[src/rtl/valid_move_scanner.sv]
// valid_move_scanner: walks an m x n Trax board region in row-major order.
// For each empty cell it reads the four neighbours, masks the ones that fall
// outside the region, and streams every legal tile placement on a
// valid/ready interface. It stops emitting at MAX_MOVES and flags overflow.
// Optional build macro VMOVE_STATS_EN adds per-tile handshake counters.
module valid_move_scanner #(
  parameter int COORD_W   = 10,
  parameter int MAX_MOVES = 203,
  parameter int K_W       = 8
) (
  input  logic                   clk,
  input  logic                   rst,
  input  logic                   start,
  input  logic [COORD_W-1:0]     m,
  input  logic [COORD_W-1:0]     n,
  output logic [COORD_W-1:0]     rd_row,
  output logic [COORD_W-1:0]     rd_col,
  input  logic [2:0]             curr_cell,
  input  logic [2:0]             up_cell,
  input  logic [2:0]             right_cell,
  input  logic [2:0]             down_cell,
  input  logic [2:0]             left_cell,
  output logic                   mv_valid,
  input  logic                   mv_ready,
  output logic [2+2*COORD_W-1:0] mv_data,
  output logic [K_W-1:0]         k,
  output logic                   busy,
  output logic                   done,
  output logic                   overflow
`ifdef VMOVE_STATS_EN
  ,
  output logic [K_W-1:0]         cnt_plus,
  output logic [K_W-1:0]         cnt_slash,
  output logic [K_W-1:0]         cnt_bslash
`endif
);

  typedef enum logic [1:0] {IDLE, SCAN, EMIT, DONE} state_t;

  localparam logic [1:0]     T_PLUS   = 2'b01;
  localparam logic [1:0]     T_SLASH  = 2'b10;
  localparam logic [1:0]     T_BSLASH = 2'b11;
  localparam logic [K_W-1:0] K_MAX    = K_W'(MAX_MOVES);

  state_t               state_q, state_d;
  logic [COORD_W-1:0]   row_q, row_d, col_q, col_d;
  logic [COORD_W-1:0]   m_q, m_d, n_q, n_d;
  logic [2:0][1:0]      list_q, list_d;   // entry 0 is emitted first
  logic [1:0]           len_q, len_d, idx_q, idx_d;
  logic [K_W-1:0]       k_q, k_d;
  logic                 ovf_q, ovf_d;

  // masked neighbour occupancy
  logic                 nb_u, nb_r, nb_d, nb_l;
  logic [2:0][1:0]      cand_list;
  logic [1:0]           cand_len;
  // address advance
  logic                 last_col, last_row;
  logic                 hs;

  assign last_col = (col_q == n_q - COORD_W'(1));
  assign last_row = (row_q == m_q - COORD_W'(1));
  assign hs       = (state_q == EMIT) && mv_ready;

  // Neighbours outside the region read as empty whatever the RAM returns.
  always_comb begin
    nb_u = (row_q != '0) && (up_cell    != 3'b000);
    nb_d = !last_row     && (down_cell  != 3'b000);
    nb_l = (col_q != '0) && (left_cell  != 3'b000);
    nb_r = !last_col     && (right_cell != 3'b000);
  end

  // Legal placements for the addressed cell, in emission order.
  always_comb begin
    cand_list = '0;
    cand_len  = 2'd0;
    if (curr_cell == 3'b000) begin
      case ({nb_u, nb_r, nb_d, nb_l})
        4'b1000, 4'b0100, 4'b0010, 4'b0001: begin
          cand_list = {T_BSLASH, T_SLASH, T_PLUS};  cand_len = 2'd3;
        end
        4'b1100: begin cand_list = {2'b00, T_SLASH,  T_PLUS};   cand_len = 2'd2; end
        4'b1010: begin cand_list = {2'b00, T_SLASH,  T_BSLASH}; cand_len = 2'd2; end
        4'b1001: begin cand_list = {2'b00, T_BSLASH, T_PLUS};   cand_len = 2'd2; end
        4'b0110: begin cand_list = {2'b00, T_BSLASH, T_PLUS};   cand_len = 2'd2; end
        4'b0101: begin cand_list = {2'b00, T_SLASH,  T_BSLASH}; cand_len = 2'd2; end
        4'b0011: begin cand_list = {2'b00, T_SLASH,  T_PLUS};   cand_len = 2'd2; end
        default: begin cand_list = '0; cand_len = 2'd0; end
      endcase
    end
  end

  // Next-state: scan sequencing, list latching, move counting, overflow.
  always_comb begin
    state_d = state_q;
    row_d   = row_q;
    col_d   = col_q;
    m_d     = m_q;
    n_d     = n_q;
    list_d  = list_q;
    len_d   = len_q;
    idx_d   = idx_q;
    k_d     = k_q;
    ovf_d   = ovf_q;
    case (state_q)
      IDLE: if (start) begin
        m_d   = m;
        n_d   = n;
        k_d   = '0;
        ovf_d = 1'b0;
        row_d = '0;
        col_d = '0;
        idx_d = 2'd0;
        state_d = (m == '0 || n == '0) ? DONE : SCAN;
      end
      SCAN: begin
        if (cand_len != 2'd0) begin
          if (k_q == K_MAX) begin
            // list already full and this cell still has moves
            ovf_d   = 1'b1;
            state_d = DONE;
          end else begin
            list_d  = cand_list;
            len_d   = cand_len;
            idx_d   = 2'd0;
            state_d = EMIT;
          end
        end else if (last_col && last_row) begin
          state_d = DONE;
        end else if (last_col) begin
          col_d = '0;
          row_d = row_q + COORD_W'(1);
        end else begin
          col_d = col_q + COORD_W'(1);
        end
      end
      EMIT: if (mv_ready) begin
        k_d = k_q + K_W'(1);
        if (idx_q == len_q - 2'd1) begin
          if (last_col && last_row) begin
            state_d = DONE;
          end else begin
            state_d = SCAN;
            if (last_col) begin
              col_d = '0;
              row_d = row_q + COORD_W'(1);
            end else begin
              col_d = col_q + COORD_W'(1);
            end
          end
        end else if (k_q + K_W'(1) == K_MAX) begin
          // remaining entries of this cell are dropped
          ovf_d   = 1'b1;
          state_d = DONE;
        end else begin
          idx_d = idx_q + 2'd1;
        end
      end
      DONE:    state_d = IDLE;
      default: state_d = IDLE;
    endcase
  end

  // State and datapath registers.
  always_ff @(posedge clk or posedge rst) begin
    if (rst) begin
      state_q <= IDLE;
      row_q   <= '0;
      col_q   <= '0;
      m_q     <= '0;
      n_q     <= '0;
      list_q  <= '0;
      len_q   <= 2'd0;
      idx_q   <= 2'd0;
      k_q     <= '0;
      ovf_q   <= 1'b0;
    end else begin
      state_q <= state_d;
      row_q   <= row_d;
      col_q   <= col_d;
      m_q     <= m_d;
      n_q     <= n_d;
      list_q  <= list_d;
      len_q   <= len_d;
      idx_q   <= idx_d;
      k_q     <= k_d;
      ovf_q   <= ovf_d;
    end
  end

  assign rd_row   = row_q;
  assign rd_col   = col_q;
  assign mv_valid = (state_q == EMIT);
  assign mv_data  = mv_valid ? {list_q[idx_q], col_q, row_q} : '0;
  assign k        = k_q;
  assign busy     = (state_q == SCAN) || (state_q == EMIT);
  assign done     = (state_q == DONE);
  assign overflow = ovf_q;

`ifdef VMOVE_STATS_EN
  // Per-tile handshake counters, cleared when a scan is accepted.
  always_ff @(posedge clk or posedge rst) begin
    if (rst) begin
      cnt_plus   <= '0;
      cnt_slash  <= '0;
      cnt_bslash <= '0;
    end else if (state_q == IDLE && start) begin
      cnt_plus   <= '0;
      cnt_slash  <= '0;
      cnt_bslash <= '0;
    end else if (hs) begin
      case (list_q[idx_q])
        T_PLUS:   cnt_plus   <= cnt_plus   + K_W'(1);
        T_SLASH:  cnt_slash  <= cnt_slash  + K_W'(1);
        T_BSLASH: cnt_bslash <= cnt_bslash + K_W'(1);
        default:  ;
      endcase
    end
  end
`endif

endmodule
[config.mk]
export PLATFORM = sky130hd
export DESIGN_NAME = valid_move_scanner
export DESIGN_NICKNAME = d
export VERILOG_FILES = /design/src/rtl/valid_move_scanner.sv
export SDC_FILE = /design/constraint.sdc
export NUM_CORES = 1
export LEC_CHECK = 0
export ABC_AREA = 0
export CELL_PAD_IN_SITES_DETAIL_PLACEMENT = 2
export CELL_PAD_IN_SITES_GLOBAL_PLACEMENT = 2
export CORE_MARGIN = 2
export CORE_UTILIZATION = 34
export DETAILED_ROUTE_END_ITERATION = 6
export GPL_TIMING_DRIVEN = 0
export MAX_ROUTING_LAYER = met4
export PLACE_DENSITY_LB_ADDON = 0.1
export SKIP_LAST_GASP = 1
export SLEW_MARGIN = 20
export SYNTH_ARGS = -nofsm -noshare
export SYNTH_HDL_FRONTEND = slang
export SYNTH_SLANG_ARGS = --single-unit
[constraint.sdc]
create_clock -name clk -period 6.75 [get_ports clk]
set_input_delay 0.675 -clock clk [delete_from_list [all_inputs] [get_ports clk]]
set_output_delay 0.675 -clock clk [all_outputs]
set_load 0.01 [all_outputs]
==> results.txt <==
Iteration-0 DRC Markers: 231
antenna viol nets, final: 0
hpwl dp: 12100 microns
worst skew pair latency: 0.34 ns
Die ar.: 14000 sq um
Worst-path clk slew: 0.05 ns
Peak supply drop: 161 uV
Setup Buffers After CTS: 0
Post-Place Cells: 765
vias in the first global route: 4817
Max Freq: 0.229 GHz
starting density of the core: 0.350
Layout area overhead: 33.3%
endpoints failing setup: 0
drt first pass iters: 4
critical-path maximum fanout: 9
Die X: 118 microns
Via density: 5.62
Leak Pwr: 2.42 nW
Netlist Area Pre-Place: 4430 sq um
cts hold-fix bufs: 0
Worst-Margin Slew: 0.815 ns
GP Congestion: 0.831
IO Count: 93
Post-synth EDFFs: 0
post_cts resized: 0
worst hold slack: 0.514 ns
CTS H-Tree Depth: 3
critical path type: flop to flop
Post-Syn Nets: 558
initial antenna violation count: 0
first-pass GRT wire length: 27000 microns
TritonCTS clock tree: built
Placed Area: 5600 sq um
Final TNS setup: 0 ns
IO buf count: 92
Synth Register Bits: 57
DRC viols: 0
post-synthesis async set-or-reset flop share: 1.00
status: completed
cell area after layout: 5910 sq um
Yosys warnings: 0
Detailed Route WL: 16100 microns
CTS root buf: clkbuf_16
row cnt: 41
Final min period: 4.37 ns
layout cells sized above 1: 0.100
Crit. End Element: flop
area leader, netlist: dfrtp_1
all-layer global routing usage: 0.250
Synth Instances: 500
Post-Layout Cell Count: 781
Synth top area share: 0.322
RR Startpoint: m_q[2]
Routed WL per cell: 20.6 microns
worst reg2reg endpoint: rd_row[8]
final-stage net count: 662
Final Worst Setup Slack: 2.38 ns
crit path launch type: flop
Worst R2R Setup Slack: 2.38 ns
Hold Path End: list_q[2]
clk buf depth: 2
worst relative slew slack: 0.451
prevailing post-synth register cell: dfrtp_1
# clock sinks: 57
Core Footprint: 12700 sq um
Synth Area per Inst: 8.87 sq um
Sequential Area: 1430 sq um
post-place setup slack: 2.51 ns
CP required: 6.98 ns
worst hold start: list_q[2]
largest net degree at the start of global routing: 50
Seq/Total Area, Yosys: 0.322
die extent in y: 118 microns
ANT cells: 0
number of distinct library cells after synthesis: 73
WP data arrival: 4.60 ns
fill count: 1438
FF-to-FF path depth: 16
Tcrit/Tclk final: 0.647
count leader, synth: dfrtp_1
total clock buffers created by CTS: 9
Hold Vio Cnt, Final: 0
power density over cell area: 379 nW/um^2
Multi-input gate area: 2780 sq um
Final Skew: 0.00469 ns
RSZ-0062 raised after global routing: false
Post-synth top cells: dfrtp_1 (57), nor2_1 (30), o21ai_0 (29), nand2_1 (28), inv_1 (26)
Hold Crit Depth: 2
Slew Limit Fails: 0
max cap viols: 0
DR vias: 4390
gr ovfl total: 0
top post-synthesis cells by area: dfrtp_1 (32%), mux2_2 (5.6%), ha_1 (5.4%)
Hold WC Path Type: flop to flop
logic make-up (layout without fill, tap and decap cells):
logic type,after synthesis,in the layout,share of synthesized area
AOI/OAI and AO/OA,134,134,0.222
xor gates and xnor gates,31,31,0.0612
adders and majority gates,19,19,0.0536
buffers and inverters,53,162,0.0522
DFF,57,57,0.322
muxes,25,25,0.0626
and+or+nand+nor,181,181,0.227
metrics by stage:
stage | utilization | power, mW
floorplan | - | 1.35
global route | 0.466 | 2.41
CTS | 0.466 | 2.26
detailed placement | 0.442 | 1.75
finish | 0.466 | 2.24
global placement | 0.440 | 1.67
sequential cells by signal, summed over array words and instances, names as in the netlist:
signal and cells:
m_q 10, n_q 10, rd_col 10, rd_row 10, k 8, list_q 4
idx_q 2, state_q 2, overflow 1
worst max path at each step:
stage | start | endpoint | slack (ns)
6_report | m_q[2] | rd_row[8] | 2.38
3_3_place_gp | m_q[2] | rd_row[8] | 2.63
5_1_grt | m_q[2] | rd_row[8] | 1.93
3_5_place_dp | m_q[2] | rd_row[8] | 2.51
2_1_floorplan | m_q[2] | rd_row[8] | 3.27
4_1_cts | m_q[2] | rd_row[8] | 2.34
layout make-up:
class | instances | area share
inverters | 27 | 0.0176
plain buffers | 26 | 0.0220
clock buffers | 14 | 0.0464
well taps | 172 | 0.0364
multi-input cells | 390 | 0.470
clock inverters | 2 | 0.00593
flip-flops and latches | 57 | 0.241
repair buffers | 93 | 0.160
power breakdown:
group | switching, mW | leakage [nW] | internal, mW
logic | 0.716 | 1.53 | 0.472
clock network | 0.172 | 0.153 | 0.316
registers | 0.128 | 0.738 | 0.436
total | 1.02 | 2.42 | 1.22
worst max-delay path, cell delays in order, from the launching register on:
cell and delay (ns):
dfrtp_1 0.44, nor4_1 0.74, nand3b_1 0.18, xnor2_1 0.16, nor4_1 0.44, nand4_2 0.31, o31ai_1 0.24, inv_1 0.13
ha_1 0.24, nor2b_1 0.17, a21oi_1 0.24, inv_1 0.07, nor2_1 0.16, o211a_1 0.20, buf_6 0.15, nor2_1 0.09
a32o_1 0.28
per-layer routing:
metal	wire length, microns	GRT usage	part of all wire
met5	0	-	0
met3	573	0.0343	0.036
met2	7990	0.423	0.50
met4	200	0.0663	0.012
met1	7340	0.313	0.46
cell usage in the layout, fill, tap and decap left out, drive strengths merged, types with 4 or more instances in the layout:
| master | count |
|---|---|
| o21ai | 35 |
| o41ai | 7 |
| clkbuf | 31 |
| buf | 10 |
| xor2 | 13 |
| a31oi | 10 |
| nand3b | 4 |
| o21a | 4 |
| nand4 | 12 |
| clkdlybuf4s50 | 92 |
| ha | 19 |
| or4 | 4 |
| nand2b | 4 |
| o211ai | 4 |
| nor3 | 14 |
| inv | 26 |
| xnor2 | 18 |
| nor4 | 13 |
| nand2 | 30 |
| and2 | 16 |
| a211o | 4 |
| and3 | 14 |
| o211a | 4 |
| dfrtp | 57 |
| mux2 | 22 |
| nor2 | 31 |
| nor2b | 6 |
| o31ai | 25 |
| nand3 | 20 |
| a21oi | 12 |
(Power assumes the default switching activity.)
